==> src/rtl/mem_wb_writeback.sv <==
// -----------------------------------------------------------------------------
// mem_wb_writeback
//
// Write-back end of the five-stage pipeline. Holds the MEM/WB pipeline
// register, selects the write-back value, commits it into the 32-entry
// architectural register file and counts retired instructions. The registered
// MEM_WB_* outputs also feed the ID-stage forwarding unit.
//
// Parameters
//   DATA_W            datapath and register width
//   CNT_W             retired-instruction counter width
//
// Ports
//   clk_i             clock, all state updates on the rising edge
//   rst_i             asynchronous active-high reset
//   stall_i           hold MEM/WB contents, suppress commit
//   flush_i           load a bubble into MEM/WB (overrides stall_i)
//   EX_MEM_*          instruction leaving MEM
//   MEM_ReadData      data-memory read data, same cycle as EX_MEM_*
//   IF_ID_RegisterRs  read address A      -> RsData
//   IF_ID_RegisterRt  read address B      -> RtData
//   MEM_WB_Valid      instruction present in WB
//   MEM_WB_RegWrite   registered RegWrite qualified by Valid
//   MEM_WB_RegisterRd registered destination register
//   MEM_WB_WriteData  selected write-back value
//   RetiredCount      number of committed instructions (wraps)
// -----------------------------------------------------------------------------
module mem_wb_writeback #(
  parameter int DATA_W = 32,
  parameter int CNT_W  = 32
) (
  input  logic              clk_i,
  input  logic              rst_i,
  input  logic              stall_i,
  input  logic              flush_i,
  input  logic              EX_MEM_Valid,
  input  logic              EX_MEM_RegWrite,
  input  logic              EX_MEM_MemtoReg,
  input  logic [4:0]        EX_MEM_RegisterRd,
  input  logic [DATA_W-1:0] EX_MEM_ALUResult,
  input  logic [DATA_W-1:0] MEM_ReadData,
  input  logic [4:0]        IF_ID_RegisterRs,
  input  logic [4:0]        IF_ID_RegisterRt,
  output logic [DATA_W-1:0] RsData,
  output logic [DATA_W-1:0] RtData,
  output logic              MEM_WB_Valid,
  output logic              MEM_WB_RegWrite,
  output logic [4:0]        MEM_WB_RegisterRd,
  output logic [DATA_W-1:0] MEM_WB_WriteData,
  output logic [CNT_W-1:0]  RetiredCount
);

  // MEM/WB pipeline register fields
  logic              valid_q;
  logic              regwrite_q;
  logic              memtoreg_q;
  logic [4:0]        rd_q;
  logic [DATA_W-1:0] alu_q;
  logic [DATA_W-1:0] rdata_q;

  logic [DATA_W-1:0] regs [32];
  logic [CNT_W-1:0]  retired_q;

  logic              commit;
  logic              reg_we;

  // The instruction in WB retires whenever it is valid and the pipe advances.
  // A flush moves the pipe even under stall, so the occupant still commits.
  assign commit = valid_q & (flush_i | ~stall_i);
  assign reg_we = commit & regwrite_q & (rd_q != 5'd0);

  // NOTE: sequential state uses non-blocking assignments so every flop samples
  // pre-edge values; blocking here would create order-dependent races.
  always_ff @(posedge clk_i or posedge rst_i) begin
    if (rst_i) begin
      valid_q    <= 1'b0;
      regwrite_q <= 1'b0;
      memtoreg_q <= 1'b0;
      rd_q       <= 5'd0;
      alu_q      <= '0;
      rdata_q    <= '0;
    end else if (flush_i) begin
      // Bubble: only the qualifying bits are cleared, payload is don't-care.
      valid_q    <= 1'b0;
      regwrite_q <= 1'b0;
    end else if (!stall_i) begin
      valid_q    <= EX_MEM_Valid;
      regwrite_q <= EX_MEM_RegWrite;
      memtoreg_q <= EX_MEM_MemtoReg;
      rd_q       <= EX_MEM_RegisterRd;
      alu_q      <= EX_MEM_ALUResult;
      rdata_q    <= MEM_ReadData;
    end
  end

  // NOTE: the register file must read 0 after reset, so this array is reset
  // explicitly; that keeps it in flops rather than a RAM macro.
  always_ff @(posedge clk_i or posedge rst_i) begin
    if (rst_i) begin
      for (int i = 0; i < 32; i++) begin
        regs[i] <= '0;
      end
    end else if (reg_we) begin
      regs[rd_q] <= MEM_WB_WriteData;
    end
  end

  always_ff @(posedge clk_i or posedge rst_i) begin
    if (rst_i) begin
      retired_q <= '0;
    end else if (commit) begin
      retired_q <= retired_q + 1'b1;
    end
  end

  // Write-back mux sits after the register so the forwarding unit sees the
  // final value in the same cycle it is committed.
  assign MEM_WB_WriteData  = memtoreg_q ? rdata_q : alu_q;
  assign MEM_WB_Valid      = valid_q;
  assign MEM_WB_RegWrite   = regwrite_q & valid_q;
  assign MEM_WB_RegisterRd = rd_q;
  assign RetiredCount      = retired_q;

  // Reads see stored state only; a same-cycle write reaches ID through the
  // forwarding unit, not through this port. $0 is hard-wired to zero.
  assign RsData = (IF_ID_RegisterRs == 5'd0) ? '0 : regs[IF_ID_RegisterRs];
  assign RtData = (IF_ID_RegisterRt == 5'd0) ? '0 : regs[IF_ID_RegisterRt];

endmodule

==> config.mk <==
export PLATFORM = sky130hd
export DESIGN_NAME = mem_wb_writeback
export DESIGN_NICKNAME = d
export VERILOG_FILES = /design/src/rtl/mem_wb_writeback.sv
export SDC_FILE = /design/constraint.sdc
export NUM_CORES = 2
export LEC_CHECK = 0
export ABC_AREA = 1
export CORE_ASPECT_RATIO = 1.25
export CORE_MARGIN = 2
export CORE_UTILIZATION = 56
export CTS_BUF_LIST = sky130_fd_sc_hd__clkbuf_4 sky130_fd_sc_hd__clkbuf_8 sky130_fd_sc_hd__clkbuf_16
export CTS_CLUSTER_DIAMETER = 200
export DETAILED_ROUTE_END_ITERATION = 12
export PLACE_DENSITY = 0.77
export SLEW_MARGIN = 20
export SYNTH_ARGS = -nofsm -noshare
export SYNTH_HDL_FRONTEND = slang
export SYNTH_SLANG_ARGS = --single-unit
==> constraint.sdc <==
create_clock -name clk_i -period 39 [get_ports clk_i]
set_input_delay 7.8 -clock clk_i [delete_from_list [all_inputs] [get_ports clk_i]]
set_output_delay 7.8 -clock clk_i [all_outputs]
set_load 0.03 [all_outputs]
### After elaboration in Yosys (flattened, before gate mapping)

Index checks and enable logic that the tools add are counted.

* ROM bits: 0
* bits in latches: 0
* memories kept: 0
* logic and storage cells: 76
* output and inout port bits: 135
* bits of input ports: 86
* bits in registers: 1128
* bits in writable memories: 0

* add/sub/neg operators: 1
* shift operators: 0
* bitwise logic cells: 10
* eq/ne operators: 1
* $mul: 0
* $lt $le $gt $ge: 4
* mux-type cells: 16
* divide/modulo/power cells: 0
* reductions and logical operators: 5

Operators with widths (count)
* 1024-bit bitwise mux: 1
* 32-bit binary-select mux with 5-bit select: 2
* 32-bit 2-to-1 mux: 8
* 32-bit demux with 5-bit select: 1
* 32-bit by 1-bit adder with 32-bit output, second input constant: 1
* 6-bit >= comparator, second input constant: 3
* 5-bit inverter with 6-bit output: 3
* 5-bit zero test: 2
* 6-bit by 1-bit less-than comparator with 1-bit output, second input constant: 1
* 5-bit nonzero test: 1
* 1-bit AND: 4
* 1-bit 2-to-1 mux: 4
* 2-bit by 1-bit inequality test with 1-bit output, second input constant: 1
* 1-bit inverter: 2
* 2-bit AND reduction: 1
* 1-bit logical AND: 1
* 1-bit OR: 1

### Longest topological paths before layout

* depth after elaboration: 6
* depth in mapped cells: 12
* depth with buffers taken out: 11

### Worst setup path after synthesis

OpenSTA, ideal clock, no wires.

* path kind: in2out
* start point: in IF_ID_RegisterRt[0]
* end point: out RtData[16]
* stages: 12
* required time: 31.200 ns
* buffers on the path: 3
* arrival: 9.442 ns
* setup slack: 21.758 ns
* cells stage by stage: buf_2 inv_2 clkbuf_1 clkbuf_1 nand2_1 nand3_1 nand3_1 nand2_1 nand2_1 nand3_1 nand2_1 nor2_1

* cells in the longest elaborated chain, start to end: 5
* elaborated cells on any way between the ends: 6
* classes of those cells: mux (4); bitwise (1); reduce/logical (1)

Ends and longest elaborated chain
* start, declared: RTL line 43 `input logic [4:0] IF_ID_RegisterRt,`
* 5-bit inverter with 6-bit output (implied by the code): RTL line 127 `assign RtData = (IF_ID_RegisterRt == 5'd0) ? '0 : regs[IF_ID_RegisterRt];`
* 32-bit binary-select mux with 5-bit select: RTL line 127
* 32-bit 2-to-1 mux (implied by the code) (2 in series): RTL line 127
* 32-bit 2-to-1 mux (*): RTL line 127
* end, declared: RTL line 45 `output logic [DATA_W-1:0] RtData,`

Mark *: on every way between the ends. The rest lies on a longest branch, timed or not. The select of a mux whose other input is x is not followed.

### Final worst setup path

* start point: in IF_ID_RegisterRt[0]
* end point: out RtData[27]

The elaborated chain is that of the path after synthesis.

==> flow_metrics.tcl <==
set metrics [dict create \
    outcome "complete, no violations" \
    finalCritPeriodShare_pct 52.1 \
    grt_pass1_vias 59300 \
    cp.required_ns 31.20 \
    crit_path_max_fanout 110 \
    final_antenna_net_count 0 \
    clk_path_buf_depth 3 \
    drive_gt1_share_pct 4.87 \
    cts_root_buf "clkbuf_16" \
    numPortBuffers 220 \
    final-setup-viol-count 0 \
    rrSetupSlack_ns 35.63 \
    place_inst 9986 \
    syn_area_mm2 0.0619 \
    hold_viol 0 \
    gp_congestion 0.901 \
    worstMarginPinSlew_ns 1.34 \
    die-height_um 376 \
    avgSynthCellArea_um2 6.91 \
    grt_usage_pct 40.1 \
    start_kind "input pin" \
    hp-class "flop to flop" \
    die_width_um 301 \
    dieArea_mm2 0.113 \
    clk_pin_slew_ns 0.06 \
    synth_seq_cells 1128 \
    synth_compound_area_share_pct 14.4 \
    yosys.area_share.simple_pct 32.3 \
    ys_warn_count 0 \
    synthMuxAreaShare_pct 0 \
    syn_nets 9037 \
    min_path_cells 0 \
    drt_first_iter_violations 9774 \
    crit_path_end_kind "output port" \
    drt-pass1-iter-count 10 \
    area_growth_syn_to_layout_pct 9.98 \
    leakagePower_uw 0.0319 \
    fin_nets 8740 \
    worstHoldStart "regs[995]$_DFFE_PP0P_" \
    crit_type "input pin to output port" \
    yosys.area_share.adder_pct 0.0202 \
    r2r_end "regs[868]$_DFFE_PP0P_" \
    clkLatencyLatePin_ns 0.75 \
    synth_cells 8950 \
    vias 63300 \
    worst_r2r_path_depth 6 \
    synth_flop_cell "dfrtp_1" \
    grt_pass1_wl_um 350000 \
    synthTopCellsByArea "dfrtp_1, nand2_1, o21ai_0, nand3_1, nor2_1" \
    max_slew_margin_pct 10.6 \
    tns_ns 0 \
    fill_cells 9759 \
    grt_max_degree 249 \
    maxCapViolCount 0 \
    wl_per_cell_um 22.5 \
    max_freq_mhz 49.2 \
    arrival_ns 12.52 \
    instances_no_fill 10200 \
    synth-xor-area-share_pct 0.326 \
    cts_resized 0 \
    synth_edf_count 0 \
    maxSlewViolCount 0 \
    synth_top_family_by_area "simple AND/OR/NAND/NOR gates" \
    fin_skew_ns 0.0239 \
    start_util_pct 56.4 \
    cts_buffers 114 \
    grt_setup_unrepaired "no" \
    ir_worst_vdd_uv 35.1 \
    yosys.cell_types.count 33 \
    vias_per_cell 6.21 \
    core_mm2 0.110 \
    antenna_found_initial 7 \
    power_density_mw_per_mm2 42.6 \
    period_needed_ns 20.32 \
    ys_async_sr_fraction_pct 100 \
    cts_tree "yes" \
    pin_count 221 \
    synthDominantCellAreaShare_pct 45.6 \
    pre_cts_slack_ns 18.84 \
    hold_end "regs[995]$_DFFE_PP0P_" \
    cts.sinks 1128 \
    globalRouteOverflowTotal 0 \
    worst_slack_ns 18.68 \
    h-tree-depth 3 \
    routed_wl_um 229000 \
    postCtsHoldBufs 0 \
    dp_hpwl_um 124000 \
    drc 0 \
    rows 136 \
    synth_largest_area_cell "dfrtp_1" \
    reg2reg_from "MEM_WB_Valid$_DFFE_PP0N_" \
    post-cts-setup-buffer-count 0 \
    synth.yosys.seq_area_share_pct 45.6 \
]
## worst max-delay path, cell delays in order
cell and delay, ns:
buf_8 0.22, inv_8 0.60, buf_4 0.91, buf_4 0.89, nand2_1 0.13, nand3_1 0.11, nand3_1 0.09, nand2_1 0.10
nand2_1 0.05, nand3_1 0.10, nand2_1 0.06, nor2_1 0.48, clkdlybuf4s50_1 0.79
## stage by stage
step / hold slack (ns) / total power (µW) / utilization (%) / cell area [µm²]
after floorplan: 0.442 / 1570 / - / 61900
after global placement: 0.386 / 1730 / 58.4 / 64100
after detailed placement: 0.390 / 1740 / 58.4 / 64100
after CTS: 0.404 / 2890 / 62.0 / 68000
after global routing: 0.414 / 2990 / 62.0 / 68000
final: 0.406 / 2900 / 62.0 / 68000
## cell usage after synthesis (17+ instances only)
master,n
nand2_2,17
inv_1,416
o21ai_1,76
nand3_1,921
o21ai_0,1227
buf_1,82
dfrtp_1,1128
a21oi_1,203
clkbuf_1,559
o211ai_1,152
buf_2,109
nor2_1,671
nand2_1,3281
## layer usage
metal / up-vias / global-route usage [%] / part of all wire (%)
li1: 28200 / - / -
met1: 29400 / 51.0 / 36
met2: 4712 / 60.7 / 43
met3: 1031 / 10.5 / 14
met4: 16 / 25.3 / 7.3
met5: - / 0.909 / 0.098
## registers in the layout, summed over array words and instances (netlist names)
name and flops:
MEM_WB_RegisterRd 5, MEM_WB_Valid 1, RetiredCount 32, alu_q 32, memtoreg_q 1, rdata_q 32, regs 1024, regwrite_q 1
## layout make-up
cell class / count / area [µm²] / area share, %
sequential: 1128 / 28200 / 41.5
multi-input combinational: 6648 / 29200 / 43.0
clock inverter: 46 / 498 / 0.732
timing repair buffer: 337 / 3180 / 4.68
tap: 1449 / 1810 / 2.66
antenna: 3 / 7.51 / 0.0110
clock buffer: 167 / 3440 / 5.05
inverter: 424 / 1630 / 2.40
## cell families after synthesis
logic type               count (synthesis)
buffers and inverters                 1174
adder cells (fa/ha/maj)                  1
flip-flops                            1128
AO/OA/AOI/OAI                         1684
XOR/XNOR                                23
AND/OR/NAND/NOR                       4940
## layout by cell type (no fill, tap or decap), types with 3 or more instances in the layout
| cell type | Yosys | routed |
|---|---|---|
| o211ai_1 | 152 | 152 |
| buf_12 | 0 | 8 |
| buf_8 | 0 | 3 |
| bufinv_16 | 0 | 9 |
| o21ai_1 | 76 | 82 |
| inv_1 | 416 | 408 |
| diode_2 | 0 | 3 |
| clkinvlp_4 | 0 | 3 |
| nand2_4 | 0 | 12 |
| buf_4 | 0 | 112 |
| nor2_1 | 671 | 669 |
| nor2_4 | 2 | 8 |
| nor4_4 | 5 | 5 |
| nand3b_1 | 5 | 5 |
| xnor2_1 | 8 | 8 |
| inv_6 | 0 | 4 |
| nor3_1 | 5 | 5 |
| nor3_2 | 7 | 7 |
| and3_1 | 7 | 7 |
| xor2_1 | 15 | 15 |
| nand4_1 | 7 | 7 |
| nand2_2 | 17 | 11 |
| nand3_1 | 921 | 919 |
| inv_8 | 0 | 4 |
| o21ai_2 | 14 | 17 |
| o21ai_0 | 1227 | 1218 |
| a21oi_1 | 203 | 203 |
| clkinv_2 | 0 | 31 |
| nand3_2 | 1 | 3 |
| clkbuf_8 | 0 | 24 |
| clkbuf_16 | 0 | 116 |
| inv_2 | 6 | 8 |
| nand2_1 | 3281 | 3274 |
| o22ai_1 | 11 | 11 |
| clkbuf_4 | 0 | 27 |
| clkdlybuf4s50_1 | 0 | 210 |
| dfrtp_1 | 1128 | 1127 |
## worst max path at each step
stage | depth (start not counted) | startpoint | end | slack, ns
2_1_floorplan | 1 | rst_i | MEM_WB_RegisterRd[0]$_DFFE_PP0P_ | 15.63
3_3_place_gp | 13 | IF_ID_RegisterRt[0] | RtData[27] | 18.88
3_5_place_dp | 13 | IF_ID_RegisterRt[0] | RtData[27] | 18.84
4_1_cts | 13 | IF_ID_RegisterRt[0] | RtData[27] | 18.86
5_1_grt | 13 | IF_ID_RegisterRt[0] | RtData[27] | 18.57
6_report | 13 | IF_ID_RegisterRt[0] | RtData[27] | 18.68
## power breakdown
part	internal [µW]	switching (µW)	leakage [µW]	total, µW
sequential	1220	35.1	0.0142	1260
combinational	127	355	0.0157	482
clock	670	493	0.00200	1160
(Power assumes the default switching activity.)
